File: src/rtl/rv32i_types.sv
// Shared RV32I pipeline types: IF/ID stage register, fetch buffer entry and reset PC.
package rv32i_types;

    localparam logic [31:0] RESET_PC = 32'h1eceb000;

    typedef struct packed {
        logic [31:0] pc_s;
        logic [31:0] pc_next_s;
        logic        valid_s;
    } if_id_stage_reg_t;

    typedef struct packed {
        logic [31:0] pc;
        logic [31:0] inst;
        logic        done;
    } fetch_entry_t;

endpackage

File: src/rtl/fetch_buffer.sv
// DEPTH-entry circular buffer of fetch entries: allocate at tail, fill oldest pending,
// pop at head, flush everything.
module fetch_buffer
    import rv32i_types::*;
#(
    parameter int unsigned DEPTH = 2,
    localparam int unsigned PW = $clog2(DEPTH),
    localparam int unsigned CW = PW + 1
) (
    input  logic          clk,
    input  logic          rst,
    input  logic          i_flush,
    input  logic          i_alloc,
    input  logic [31:0]   i_alloc_pc,
    input  logic          i_fill,
    input  logic [31:0]   i_fill_inst,
    input  logic          i_pop,
    output logic [CW-1:0] o_count,
    output logic [CW-1:0] o_pending,
    output logic          o_head_valid,
    output logic [31:0]   o_head_pc,
    output logic [31:0]   o_head_inst
);

    fetch_entry_t  r_mem [DEPTH];
    logic [PW-1:0] r_head;
    logic [PW-1:0] r_tail;
    logic [PW-1:0] r_fill;
    logic [CW-1:0] r_count;
    logic [CW-1:0] r_pending;

    // Responses arrive in request order, so done entries always form a prefix from the
    // head and the oldest pending entry is simply the next one after the last fill.
    always_ff @(posedge clk) begin
        if (!rst || i_flush) begin
            r_head    <= '0;
            r_tail    <= '0;
            r_fill    <= '0;
            r_count   <= '0;
            r_pending <= '0;
        end else begin
            if (i_alloc) r_tail <= r_tail + PW'(1);
            if (i_pop)   r_head <= r_head + PW'(1);
            if (i_fill)  r_fill <= r_fill + PW'(1);
            r_count   <= r_count + CW'(i_alloc) - CW'(i_pop);
            r_pending <= r_pending + CW'(i_alloc) - CW'(i_fill);
        end
    end

    always_ff @(posedge clk) begin
        if (!rst) begin
            for (int i = 0; i < int'(DEPTH); i++) begin
                r_mem[i] <= '0;
            end
        end else if (!i_flush) begin
            if (i_alloc) begin
                r_mem[r_tail] <= '{pc: i_alloc_pc, inst: 32'h0, done: 1'b0};
            end
            if (i_fill) begin
                r_mem[r_fill].inst <= i_fill_inst;
                r_mem[r_fill].done <= 1'b1;
            end
        end
    end

    always_comb begin
        o_count      = r_count;
        o_pending    = r_pending;
        o_head_valid = (r_count != '0) && r_mem[r_head].done;
        o_head_pc    = r_mem[r_head].pc;
        o_head_inst  = r_mem[r_head].inst;
    end

endmodule

File: src/rtl/fetch_stage.sv
// RV32I instruction fetch: drives the PC, issues in-order imem reads, pairs responses with
// their PCs and presents one instruction per cycle to decode; handles stall and redirect.
module fetch_stage
    import rv32i_types::if_id_stage_reg_t;
#(
    parameter int unsigned DEPTH    = 2,
    parameter logic [31:0] RESET_PC = rv32i_types::RESET_PC
) (
    input  logic             clk,
    input  logic             rst,
    output logic [31:0]      imem_addr,
    output logic [3:0]       imem_rmask,
    input  logic             imem_resp,
    input  logic [31:0]      imem_rdata,
    input  logic             stall,
    input  logic             redirect,
    input  logic [31:0]      redirect_pc,
    output logic [31:0]      inst,
    output if_id_stage_reg_t if_id_reg
);

    localparam int unsigned CW = $clog2(DEPTH) + 1;

    logic [31:0]   r_pc;
    logic [CW-1:0] r_discard;
    logic [CW-1:0] w_discard_next;
    logic [CW-1:0] w_count;
    logic [CW-1:0] w_pending;
    logic          w_head_valid;
    logic [31:0]   w_head_pc;
    logic [31:0]   w_head_inst;
    logic          w_full;
    logic          w_pop;
    logic          w_issue;
    logic          w_fill;

    assign w_full  = (w_count == CW'(DEPTH));
    assign w_pop   = rst && !redirect && w_head_valid && !stall;
    assign w_issue = rst && !redirect && (!w_full || w_pop);
    assign w_fill  = rst && !redirect && imem_resp && (r_discard == '0);

    // On redirect every in-flight request of the old stream becomes a discard; a response
    // landing in the redirect cycle itself retires one of them immediately.
    always_comb begin
        w_discard_next = r_discard;
        if (redirect) begin
            w_discard_next = r_discard + w_pending - CW'(imem_resp);
        end else if (imem_resp && (r_discard != '0)) begin
            w_discard_next = r_discard - CW'(1);
        end
    end

    always_ff @(posedge clk) begin
        if (!rst) begin
            r_pc      <= RESET_PC;
            r_discard <= '0;
        end else begin
            r_discard <= w_discard_next;
            if (redirect) begin
                r_pc <= redirect_pc;
            end else if (w_issue) begin
                r_pc <= r_pc + 32'd4;
            end
        end
    end

    fetch_buffer #(
        .DEPTH (DEPTH)
    ) u_buffer (
        .clk          (clk),
        .rst          (rst),
        .i_flush      (redirect),
        .i_alloc      (w_issue),
        .i_alloc_pc   (r_pc),
        .i_fill       (w_fill),
        .i_fill_inst  (imem_rdata),
        .i_pop        (w_pop),
        .o_count      (w_count),
        .o_pending    (w_pending),
        .o_head_valid (w_head_valid),
        .o_head_pc    (w_head_pc),
        .o_head_inst  (w_head_inst)
    );

    always_comb begin
        imem_rmask = w_issue ? 4'hf : 4'h0;
        imem_addr  = r_pc;
        inst       = 32'h0;
        if_id_reg  = '0;
        if (rst) begin
            inst                = w_head_inst;
            if_id_reg.pc_s      = w_head_pc;
            if_id_reg.pc_next_s = w_head_pc + 32'd4;
            if_id_reg.valid_s   = w_head_valid;
        end
    end

    always_ff @(posedge clk) begin
        if (rst && imem_resp) begin
            assert (r_discard != '0 || w_pending != '0)
                else $error("imem response with no request outstanding");
        end
    end

endmodule

File: config.mk
export PLATFORM = sky130hd
export DESIGN_NAME = fetch_stage
export DESIGN_NICKNAME = d
export VERILOG_FILES = /design/src/rtl/rv32i_types.sv /design/src/rtl/fetch_buffer.sv /design/src/rtl/fetch_stage.sv
export SDC_FILE = /design/constraint.sdc
export NUM_CORES = 1
export LEC_CHECK = 0
export CORE_AREA = 3 3 145 147
export CTS_CLUSTER_SIZE = 25
export DETAILED_ROUTE_END_ITERATION = 10
export DIE_AREA = 0 0 148 150
export PLACE_DENSITY_LB_ADDON = 0.08
export SYNTH_ARGS = -nofsm -noshare
export SYNTH_HDL_FRONTEND = slang
export SYNTH_SLANG_ARGS = --single-unit
File: constraint.sdc
create_clock -name clk -period 4.2 [get_ports clk]
set_clock_uncertainty 0.1 [all_clocks]
set_input_delay 1.26 -clock clk [delete_from_list [all_inputs] [get_ports clk]]
set_output_delay 1.26 -clock clk [all_outputs]
set_load 0.05 [all_outputs]
==> results.yml, run 1 <==
critical_path:
  slowest_delay_ns: 0.50
  crit_start: "rst"
  start_kind: "input pin"
  cp_max_fo: 5
  critical_path.top_delay_family: "buffers and inverters"
  cp_cell_sequence: "clkdlybuf4s50_1 > or3b_4 > o22a_2 > inv_1 > buf_12 > buf_12"
  crit_slowest_cell: "clkdlybuf4s50_1"
  worst-endpoint-required_ns: 2.84
  cp_num_buf_inv: 4
  cp_data_arrival_time_ns: 2.78
  worst-r2r-cell-count: 10
  timing.rr.end: "u_buffer.r_mem[1][3]"
  r2r_setup_slack_ns: 0.82
  crit_top_cell: "buf_12"
  crit_type: "in2out"
  cp-end-kind: "output pin"
detailed_routing:
  ant_nets: 0
  dr.first_iter.drc_count: 532
  wl_per_cell_um: 17.96
  vias_per_cell: 5.417
  vias: 7438
  drc: 0
  routed_wl_um: 24660
  dr.pass1.iters: 5
global_routing:
  track_usage_pct: 21.85
  antenna_found_initial: 0
  grt_pass1_vias: 7009
  grt_pass1_wl_um: 38340
  grt_max_degree: 38
  grt_overflow: 0
synth:
  synth_top_area_share_pct: 42.58
  synthTopCellsByArea: "edfxtp_1 43%, dfxtp_1 9.8%, mux2i_1 7.1%, nor2_1 4.9%, and2_1 4.9%"
  synth_top_cell_by_area: "edfxtp_1"
  synth_area_um2: 9026
  seq_area_frac_synth_pct: 52.34
  avgSynthCellArea_um2: 10.36
  synth-edff-count: 128
  synth_flop_cell: "edfxtp_1"
  synth.distinct_cells: 60
  synthCells: 871
  async_reset_ff_share_pct: 0
  yosysWarningCount: 0
  yosys_register_bits: 172
  synthesis.nets: 949
clock_tree:
  cts.htree.levels: 4
  cts_made_buffers: 17
  cts_tree: "built"
  clock_path_buffers: 2
  cts_hold_buf: 0
  cts-root-buf: "clkbuf_16"
  insertion_delay_ns: 0.43
  cts.sinks: 172
  clk_pin_slew_ns: 0.07
sta:
  rsz0062_at_grt: "false"
  max-slew-margin-rel_pct: 41.75
  tightest_slew_ns: 0.8727
  fin_setup_tns_ns: 0
  hold_violations: 0
  period_share_pct: 98.56
  fin_crit_ns: 4.140
  whs_ns: 0.3727
  drv_slew: 0
  clock.fmax_mhz: 241.6
  setup_viol: 0
floorplan:
  fp.coreArea_um2: 20040
  rows: 52
  initial_core_util_pct: 45.04
  die_area_um2: 22200
  ios: 202
  die_h_um: 150
  dieWidth_um: 148
cells_and_area:
  fin_nets: 1168
  drive_above_1_share_pct: 22.03
  area.growth.synth_to_final_pct: 49.74
  num_antenna_cells: 0
run_status:
  status: "complete, no violations"
hold_path:
  hold_path_depth: 2
  min_from: "u_buffer.r_mem[0][0]"
  worstHoldEndpoint: "u_buffer.r_mem[0][0]"
  min_path_type: "reg2reg"
power:
  vdd_drop_max_uv: 290.5
  p_leak_nw: 5.202
  p_per_area_nw_per_um2: 344.9
flow_run:
  drv_cap: 0
placed_design:
  dpl.hpwl_um: 17520
  portBuffers: 201
  gp_congestion: 0.8393
==> worst max path at each step <==
| stage | to | slack [ns] | depth (start not counted) |
|---|---|---|---|
| global placement | imem_rmask[2] | -0.02 | 6 |
| CTS | inst[1] | 0.03 | 7 |
| floorplan | if_id_reg[15] | -0.31 | 6 |
| detailed placement | imem_rmask[2] | -0.02 | 6 |
| finish | imem_rmask[2] | 0.06 | 6 |
| global route | if_id_reg[17] | 0.0007 | 10 |
==> sequential cells by signal (all words and copies together), names as in the netlist, named ones only <==
name,cells
imem_addr,32
r_discard,2
u_buffer.o_count,2
u_buffer.o_pending,2
u_buffer.r_fill,1
u_buffer.r_head,1
u_buffer.r_mem,130
u_buffer.r_tail,1
==> final cells by class <==
class | count | area (um2)
Clock buffer | 18 | 429.2
Clock inverter | 14 | 175.2
Fill cell | 1587 | 6524
Inverter | 18 | 70.07
Multi-Input combinational cell | 618 | 4194
Sequential cell | 172 | 4728
Tap cell | 270 | 337.8
Timing Repair Buffer | 263 | 3581
==> worst min-delay path: stages (launching register included) <==
cell and delay, ns:
dfxtp_1 0.31, inv_1 0.04, o21ai_0 0.07
==> cells in the final DEF, fill, tap and decap left out, types with 6 or more instances in the layout <==
| cell | n |
|---|---|
| and2_1 | 70 |
| edfxtp_1 | 128 |
| nand2b_1 | 6 |
| nor2_1 | 107 |
| xor2_1 | 15 |
| xnor2_1 | 20 |
| inv_1 | 17 |
| nor3_1 | 12 |
| a21oi_1 | 18 |
| buf_12 | 107 |
| buf_4 | 55 |
| clkbuf_16 | 18 |
| nand3_1 | 20 |
| dfxtp_1 | 43 |
| mux2i_1 | 63 |
| nor2_2 | 7 |
| and4_1 | 8 |
| nor4_1 | 7 |
| ha_1 | 9 |
| a311oi_1 | 9 |
| clkdlybuf4s50_1 | 100 |
| nand2_1 | 38 |
| and3_1 | 70 |
| nand4_1 | 18 |
| o21ai_0 | 21 |
==> kinds of logic after synthesis <==
| kind of cell | synth area share (%) |
|---|---|
| and+or+nand+nor | 23.97 |
| muxes | 7.721 |
| xor gates and xnor gates | 3.396 |
| adders and majority gates | 1.248 |
| buffers and inverters | 3.798 |
| AOI/OAI and AO/OA | 7.527 |
| DFF | 52.34 |
==> cells in the mapped netlist (15+ instances only) <==
master	instances
edfxtp_1	128
nor2_1	117
and2_1	70
and3_1	70
mux2i_1	64
dfxtp_1	44
clkbuf_1	43
nand2_1	38
o21ai_0	23
nand3_1	22
a21oi_1	20
xnor2_1	20
inv_1	18
nand4_1	18
nor3_1	18
xor2_1	15
==> layer usage <==
metal | wire length [um] | track usage [%]
met1 | 11730 | 31.89
met2 | 11280 | 33.71
met3 | 1408 | 4.361
met4 | 235 | 5.173
met5 | 0 | 0
==> timing repair <==
item | 4_1_cts | 5_1_grt
gates resized for setup | 2 | 7
cloned | 0 | 1
setup endpoints to repair | 8 | 16
pin swaps | 0 | 1
endpoints found under the hold margin | 0 | 0
setup buffers | 1 | 5
==> metrics by stage <==
stage / util (%) / area, um2 / std cells / power (W) / setup WS, ns
6_report: 67.45 / 13520 / 1373 / 0.004662 / 0.06045
5_1_grt: 67.45 / 13520 / 1373 / 0.004819 / 0.0006561
4_1_cts: 66.98 / 13420 / 1367 / 0.004686 / 0.02718
3_5_place_dp: 63.88 / 12800 / 1334 / 0.003084 / -0.02272
3_3_place_gp: 63.88 / 12800 / 1334 / 0.003066 / -0.02372
2_1_floorplan: - / 9235 / 871 / 0.002577 / -0.3128
==> report_power, final <==
part | leakage (nW) | internal (W) | switching [W]
clock network | 0.289 | 0.000901 | 0.000711
logic | 3.20 | 0.000446 | 0.000581
registers | 1.71 | 0.00194 | 0.0000822
total | 5.20 | 0.00329 | 0.00137
Note: power is estimated with default switching activity, not from simulation.
==> run 2, diff against run 1 <==
--- a/config.mk
+++ b/config.mk
@@ -6,7 +6,7 @@
 export NUM_CORES = 1
 export LEC_CHECK = 0
 export CORE_AREA = 3 3 145 147
-export CTS_CLUSTER_SIZE = 25
+export CTS_CLUSTER_SIZE = 28
 export DETAILED_ROUTE_END_ITERATION = 10
 export DIE_AREA = 0 0 148 150
 export PLACE_DENSITY_LB_ADDON = 0.08
==> constraint.sdc (replaced) <==
create_clock -name clk -period 3.41 [get_ports clk]
set_clock_uncertainty 0.1 [all_clocks]
set_input_delay 1.023 -clock clk [delete_from_list [all_inputs] [get_ports clk]]
set_output_delay 1.023 -clock clk [all_outputs]
set_load 0.05 [all_outputs]
==> run 2 against run 1 <==
Net effect: the flow now finishes with violations (setup timing); critical path depth rose by 6; die area did not move; largest power group unchanged; sequential cell count unchanged; register-to-register slack got worse by 0.10 ns; sequential share of layout area decreased by 2.3 points; first-iteration DRC count is 4.3% lower.
==> results.yml, run 2 (synthesized netlist as in run 1, its figures left out) <==
critical_path:
  crit_top_cell: "buf_4"
  cp-end-kind: "output pin"
  crit_type: "reg2out"
  cp_data_arrival_time_ns: 2.69
  cp_cell_sequence: "mux2i_4 > inv_2 > ha_4 > inv_4 > a2111oi_4 > buf_4 > nand4_1 > buf_6 > nor4_1 > buf_4 > nor3_4 > buf_12"
  crit_slowest_cell: "dfxtp_4"
  cp_num_buf_inv: 6
  critical_path.top_delay_family: "buffers and inverters"
  cp_max_fo: 7
  slowest_delay_ns: 0.39
  start_kind: "flip-flop"
  worst-endpoint-required_ns: 2.29
detailed_routing:
  dr.pass1.iters: 5
  ant_nets: 0
  dr.first_iter.drc_count: 509
  vias_per_cell: 5.333
  wl_per_cell_um: 17.93
  drc: 0
  routed_wl_um: 25570
  vias: 7605
floorplan:
  ios: 202
  initial_core_util_pct: 45.04
  die_h_um: 150
  die_area_um2: 22200
  fp.coreArea_um2: 20040
  rows: 52
  dieWidth_um: 148
power:
  p_per_area_nw_per_um2: 397.3
  swShare_pct: 30.59
  p_clk_share_pct: 33.0
  combPwrFrac_pct: 23.7
  p_leak_nw: 5.568
  cell_internal_pwr_w: 0.003991
  vdd_drop_max_uv: 354.7
  power.switching_w: 0.001759
  p_seq_share_pct: 43.3
cells_and_area:
  area.growth.synth_to_final_pct: 60.31
  regMostFlops: "u_buffer.r_mem"
  drive_above_1_share_pct: 33.48
  most-common-layout-cells: "128 x edfxtp_1, 115 x buf_12, 97 x clkdlybuf4s50_1, 95 x buf_4, 70 x and2_1"
  num_antenna_cells: 0
  final_core_util_pct: 72.21
  finalInstanceArea_um2: 14470
  instances_no_fill: 1426
  fin_nets: 1221
  largest_register_ffs: 130
  final_common_cell: "edfxtp_1"
clock_tree:
  clock_path_buffers: 2
  cts.htree.levels: 4
  cts_made_buffers: 17
  cts_hold_buf: 0
  cts.sinks: 172
  cts-root-buf: "clkbuf_16"
  clk_pin_slew_ns: 0.07
  cts_tree: "built"
  insertion_delay_ns: 0.43
sta:
  clock.fmax_mhz: 262.5
  drv_slew: 0
  hold_violations: 0
  period_share_pct: 111.7
  setup_viol: 25
  rsz0062_at_grt: "true"
  setup_slack_ns: -0.3999
  max-slew-margin-rel_pct: 45.53
  fin_setup_tns_ns: -5.328
  fin_crit_ns: 3.810
  tightest_slew_ns: 0.8161
global_routing:
  antenna_found_initial: 0
  grt_max_degree: 41
  grt_pass1_wl_um: 40110
  gr-usage-met2_pct: 36.54
  track_usage_pct: 22.70
  grtUsageMet1_pct: 31.68
  grt_overflow: 0
  grtUsageMet3_pct: 4.300
  busiest_layer: "met2"
  grt_pass1_vias: 7521
placed_design:
  post_dp_cell_area_um2: 13340
  portBuffers: 201
  post-place-ws_ns: -0.3081
  place_inst: 1356
  gp_congestion: 0.8648
  dpl.hpwl_um: 18300
run_status:
  violations: "setup timing"
  status: "complete, but fails checks"
flow_run:
  drv_cap: 0
hold_path:
  min_path_type: "reg2reg"
run 2: power by group through the flow:
| stage | Clock [W] | Combinational (W) | Sequential (W) |
|---|---|---|---|
| final | 0.00190 | 0.00136 | 0.00249 |
| after detailed placement | 0 | 0.00133 | 0.00253 |
| after floorplan | 0 | 0.000646 | 0.00259 |
| after global routing | 0.00202 | 0.00144 | 0.00251 |
| after global placement | 0 | 0.00132 | 0.00253 |
| after CTS | 0.00192 | 0.00136 | 0.00249 |
run 2: timing repair:
action                     4_1_cts  5_1_grt
resized for setup               35       14
gates cloned                     1        0
setup endpoints to repair       27       29
pin swaps                       15       16
setup buffers                   28       10
run 2: final timing paths:
check                                to  cells after the start            startpoint  slack [ns]
hold reg to reg    u_buffer.r_mem[0][0]                      2  u_buffer.r_mem[0][0]        0.38
setup reg to reg  u_buffer.r_mem[1][16]                     10             flip-flop        0.72
setup / recovery          if_id_reg[31]                     12             flip-flop       -0.40
hold / removal     u_buffer.r_mem[0][0]                      2  u_buffer.r_mem[0][0]        0.38
run 2: layout make-up:
| type | instances | area, um2 |
|---|---|---|
| clock inverters | 14 | 147.6 |
| inverters | 18 | 75.07 |
| fillers | 1436 | 5569 |
| well taps | 270 | 337.8 |
| multi-input cells | 618 | 4643 |
| flip-flops and latches | 172 | 4728 |
| clock buffers | 18 | 439.2 |
| repair buffers | 316 | 4099 |
run 2: per-layer routing:
| metal | vias up | part of all wire [%] |
|---|---|---|
| li1 | 3716 | - |
| met1 | 3609 | 46 |
| met2 | 250 | 47 |
| met3 | 30 | 5.6 |
| met4 | 0 | 1.3 |
| met5 | - | 0 |
run 2: worst min-delay path, stage by stage (launching register included):
cell and delay, ns:
dfxtp_1 0.31, inv_1 0.05, o21ai_0 0.07
run 2: through the flow:
step	hold slack [ns]	total power [W]
after CTS	0.3817	0.005770
after global placement	0.3650	0.003843
after global routing	0.4265	0.005963
after floorplan	0.3444	0.003233
final	0.3782	0.005750
after detailed placement	0.3678	0.003864
==> run 3, diff against run 2 <==
--- a/config.mk
+++ b/config.mk
@@ -5,10 +5,10 @@
 export SDC_FILE = /design/constraint.sdc
 export NUM_CORES = 1
 export LEC_CHECK = 0
-export CORE_AREA = 3 3 145 147
+export CORE_AREA = 3 3 165 167
 export CTS_CLUSTER_SIZE = 28
 export DETAILED_ROUTE_END_ITERATION = 10
-export DIE_AREA = 0 0 148 150
+export DIE_AREA = 0 0 168 170
 export PLACE_DENSITY_LB_ADDON = 0.08
 export SYNTH_ARGS = -nofsm -noshare
 export SYNTH_HDL_FRONTEND = slang
==> run 3 against run 2 <==
Net effect: the flow still finishes with violations (setup timing); highest routed layer unchanged; critical path depth decreased by 3; fmax increased by 3.5%; count of clock-buffer cells in the layout unchanged; final area increased by 0.41%; worst setup slack improved by 0.13 ns; sequential power about the same; core utilization decreased by 16 points; sequential share of layout area decreased by 0.13 points; clock power about the same; via count decreased by 1.9%; sequential cell count unchanged; register-to-register slack improved by 0.02 ns.
==> results.yml, run 3 (synthesized netlist as in run 1, its figures left out) <==
floorplan:
  fp.coreArea_um2: 25910
  die_h_um: 170
  ios: 202
  initial_core_util_pct: 34.84
  dieWidth_um: 168
  die_area_um2: 28560
  rows: 59
sta:
  rsz0062_at_grt: "true"
  drv_slew: 0
  setup_slack_ns: -0.2715
  clock.fmax_mhz: 271.6
  tightest_slew_ns: 0.6238
  fin_crit_ns: 3.681
  fin_setup_tns_ns: -4.432
  period_share_pct: 108.0
  setup_viol: 23
  hold_violations: 0
  max-slew-margin-rel_pct: 57.97
critical_path:
  cp_max_fo: 20
  start_kind: "flip-flop"
  worst-r2r-cell-count: 8
  worst-endpoint-required_ns: 2.29
  crit_slowest_cell: "dfxtp_4"
  cp-end-kind: "output pin"
  cp_cell_sequence: "buf_12 > nand4_1 > a221oi_2 > buf_4 > nand4_1 > buf_4 > o21a_1 > nor3_4 > buf_12"
  timing.rr.end: "imem_addr[29]"
  r2r_setup_slack_ns: 0.74
  cp_data_arrival_time_ns: 2.56
  slowest_delay_ns: 0.41
  crit_type: "reg2out"
power:
  p_seq_share_pct: 43.4
  p_leak_nw: 5.528
  swShare_pct: 30.88
  vdd_drop_max_uv: 307.7
  p_clk_share_pct: 32.9
  combPwrFrac_pct: 23.7
  cell_internal_pwr_w: 0.003971
  p_per_area_nw_per_um2: 395.4
  power.switching_w: 0.001774
clock_tree:
  clock_path_buffers: 2
  cts_tree: "built"
  insertion_delay_ns: 0.42
  cts.htree.levels: 4
  cts_made_buffers: 17
  clk_pin_slew_ns: 0.07
  cts-root-buf: "clkbuf_16"
  cts_hold_buf: 0
  cts.sinks: 172
global_routing:
  track_usage_pct: 18.14
  antenna_found_initial: 0
  grt_pass1_wl_um: 41030
  grt_pass1_vias: 7245
  busiest_layer: "met1"
  grtUsageMet3_pct: 3.159
  grtUsageMet1_pct: 27.63
  grt_overflow: 0
  grt_max_degree: 37
  gr-usage-met2_pct: 27.21
detailed_routing:
  routed_wl_um: 26550
  wl_per_cell_um: 17.82
  dr.pass1.iters: 5
  vias: 7462
  ant_nets: 0
  drc: 0
  dr.first_iter.drc_count: 387
  vias_per_cell: 5.008
cells_and_area:
  fin_nets: 1220
  final_core_util_pct: 56.07
  final_common_cell: "edfxtp_1"
  num_antenna_cells: 0
  largest_register_ffs: 130
  area.growth.synth_to_final_pct: 60.96
  finalInstanceArea_um2: 14530
  most-common-layout-cells: "128 x edfxtp_1, 115 x buf_12, 97 x clkdlybuf4s50_1, 92 x buf_4, 70 x and2_1"
  drive_above_1_share_pct: 33.59
  regMostFlops: "u_buffer.r_mem"
hold_path:
  worstHoldEndpoint: "u_buffer.r_mem[1][0]"
  min_from: "u_buffer.r_mem[1][0]"
  hold_path_depth: 1
  min_path_type: "reg2reg"
run_status:
  status: "complete, but fails checks"
  violations: "setup timing"
placed_design:
  post_dp_cell_area_um2: 13580
  gp_congestion: 0.7889
  dpl.hpwl_um: 19600
  portBuffers: 201
flow_run:
  drv_cap: 0
-- run 3: area by class of cell --
| type | instances | area, um2 |
|---|---|---|
| fill | 2162 | 11380 |
| multi-input combinational | 618 | 4647 |
| clock buffer | 18 | 429.2 |
| timing repair buffer | 315 | 4079 |
| clock inverter | 14 | 151.4 |
| tap | 335 | 419.2 |
| sequential | 172 | 4728 |
| inverter | 18 | 75.07 |
-- run 3: how the worst max path moves through the flow --
stage | endpoint | cells after the start | startpoint
4_1_cts | if_id_reg[32] | 8 | flip-flop
5_1_grt | if_id_reg[14] | 11 | flip-flop
3_5_place_dp | imem_rmask[1] | 6 | stall
6_report | if_id_reg[23] | 9 | flip-flop
3_3_place_gp | imem_rmask[1] | 6 | stall
2_1_floorplan | if_id_reg[31] | 13 | flip-flop
-- run 3: critical path: cells and delay by family, from the launching register on --
family / cells / cell delay [ns]
AO/OA/AOI/OAI: 2 / 0.55
buffers and inverters: 4 / 0.71
flip-flops: 1 / 0.41
AND/OR/NAND/NOR: 3 / 0.45
-- run 3: stage by stage --
stage          cells  total power (W)  setup WS, ns  hold slack (ns)
2_1_floorplan    871         0.003233       -0.4593           0.3444
6_report        1490         0.005745       -0.2715           0.3881
3_3_place_gp    1438         0.003879       -0.3374           0.3679
5_1_grt         1490         0.005965       -0.4256           0.4239
4_1_cts         1480         0.005779       -0.3701           0.3920
3_5_place_dp    1438         0.003891       -0.3507           0.3757
-- run 3: power by group through the flow --
stage	Combinational, W	Sequential, W	Clock (W)
CTS	0.00136	0.00249	0.00192
global route	0.00143	0.00251	0.00202
detailed placement	0.00135	0.00254	0
finish	0.00136	0.00249	0.00189
global placement	0.00135	0.00253	0
floorplan	0.000646	0.00259	0
-- run 3: routing by layer --
metal	part of all wire (%)	vias to the layer above
met5	0	-
met4	0.90	0
met3	4.5	18
met2	44	191
met1	51	3539
li1	-	3714
-- run 3: timing repair --
item	CTS	global route
endpoints found under the setup margin	29	29
gates resized for setup	26	27
gates cloned	0	0
pin swaps	7	20
setup buffers	11	10
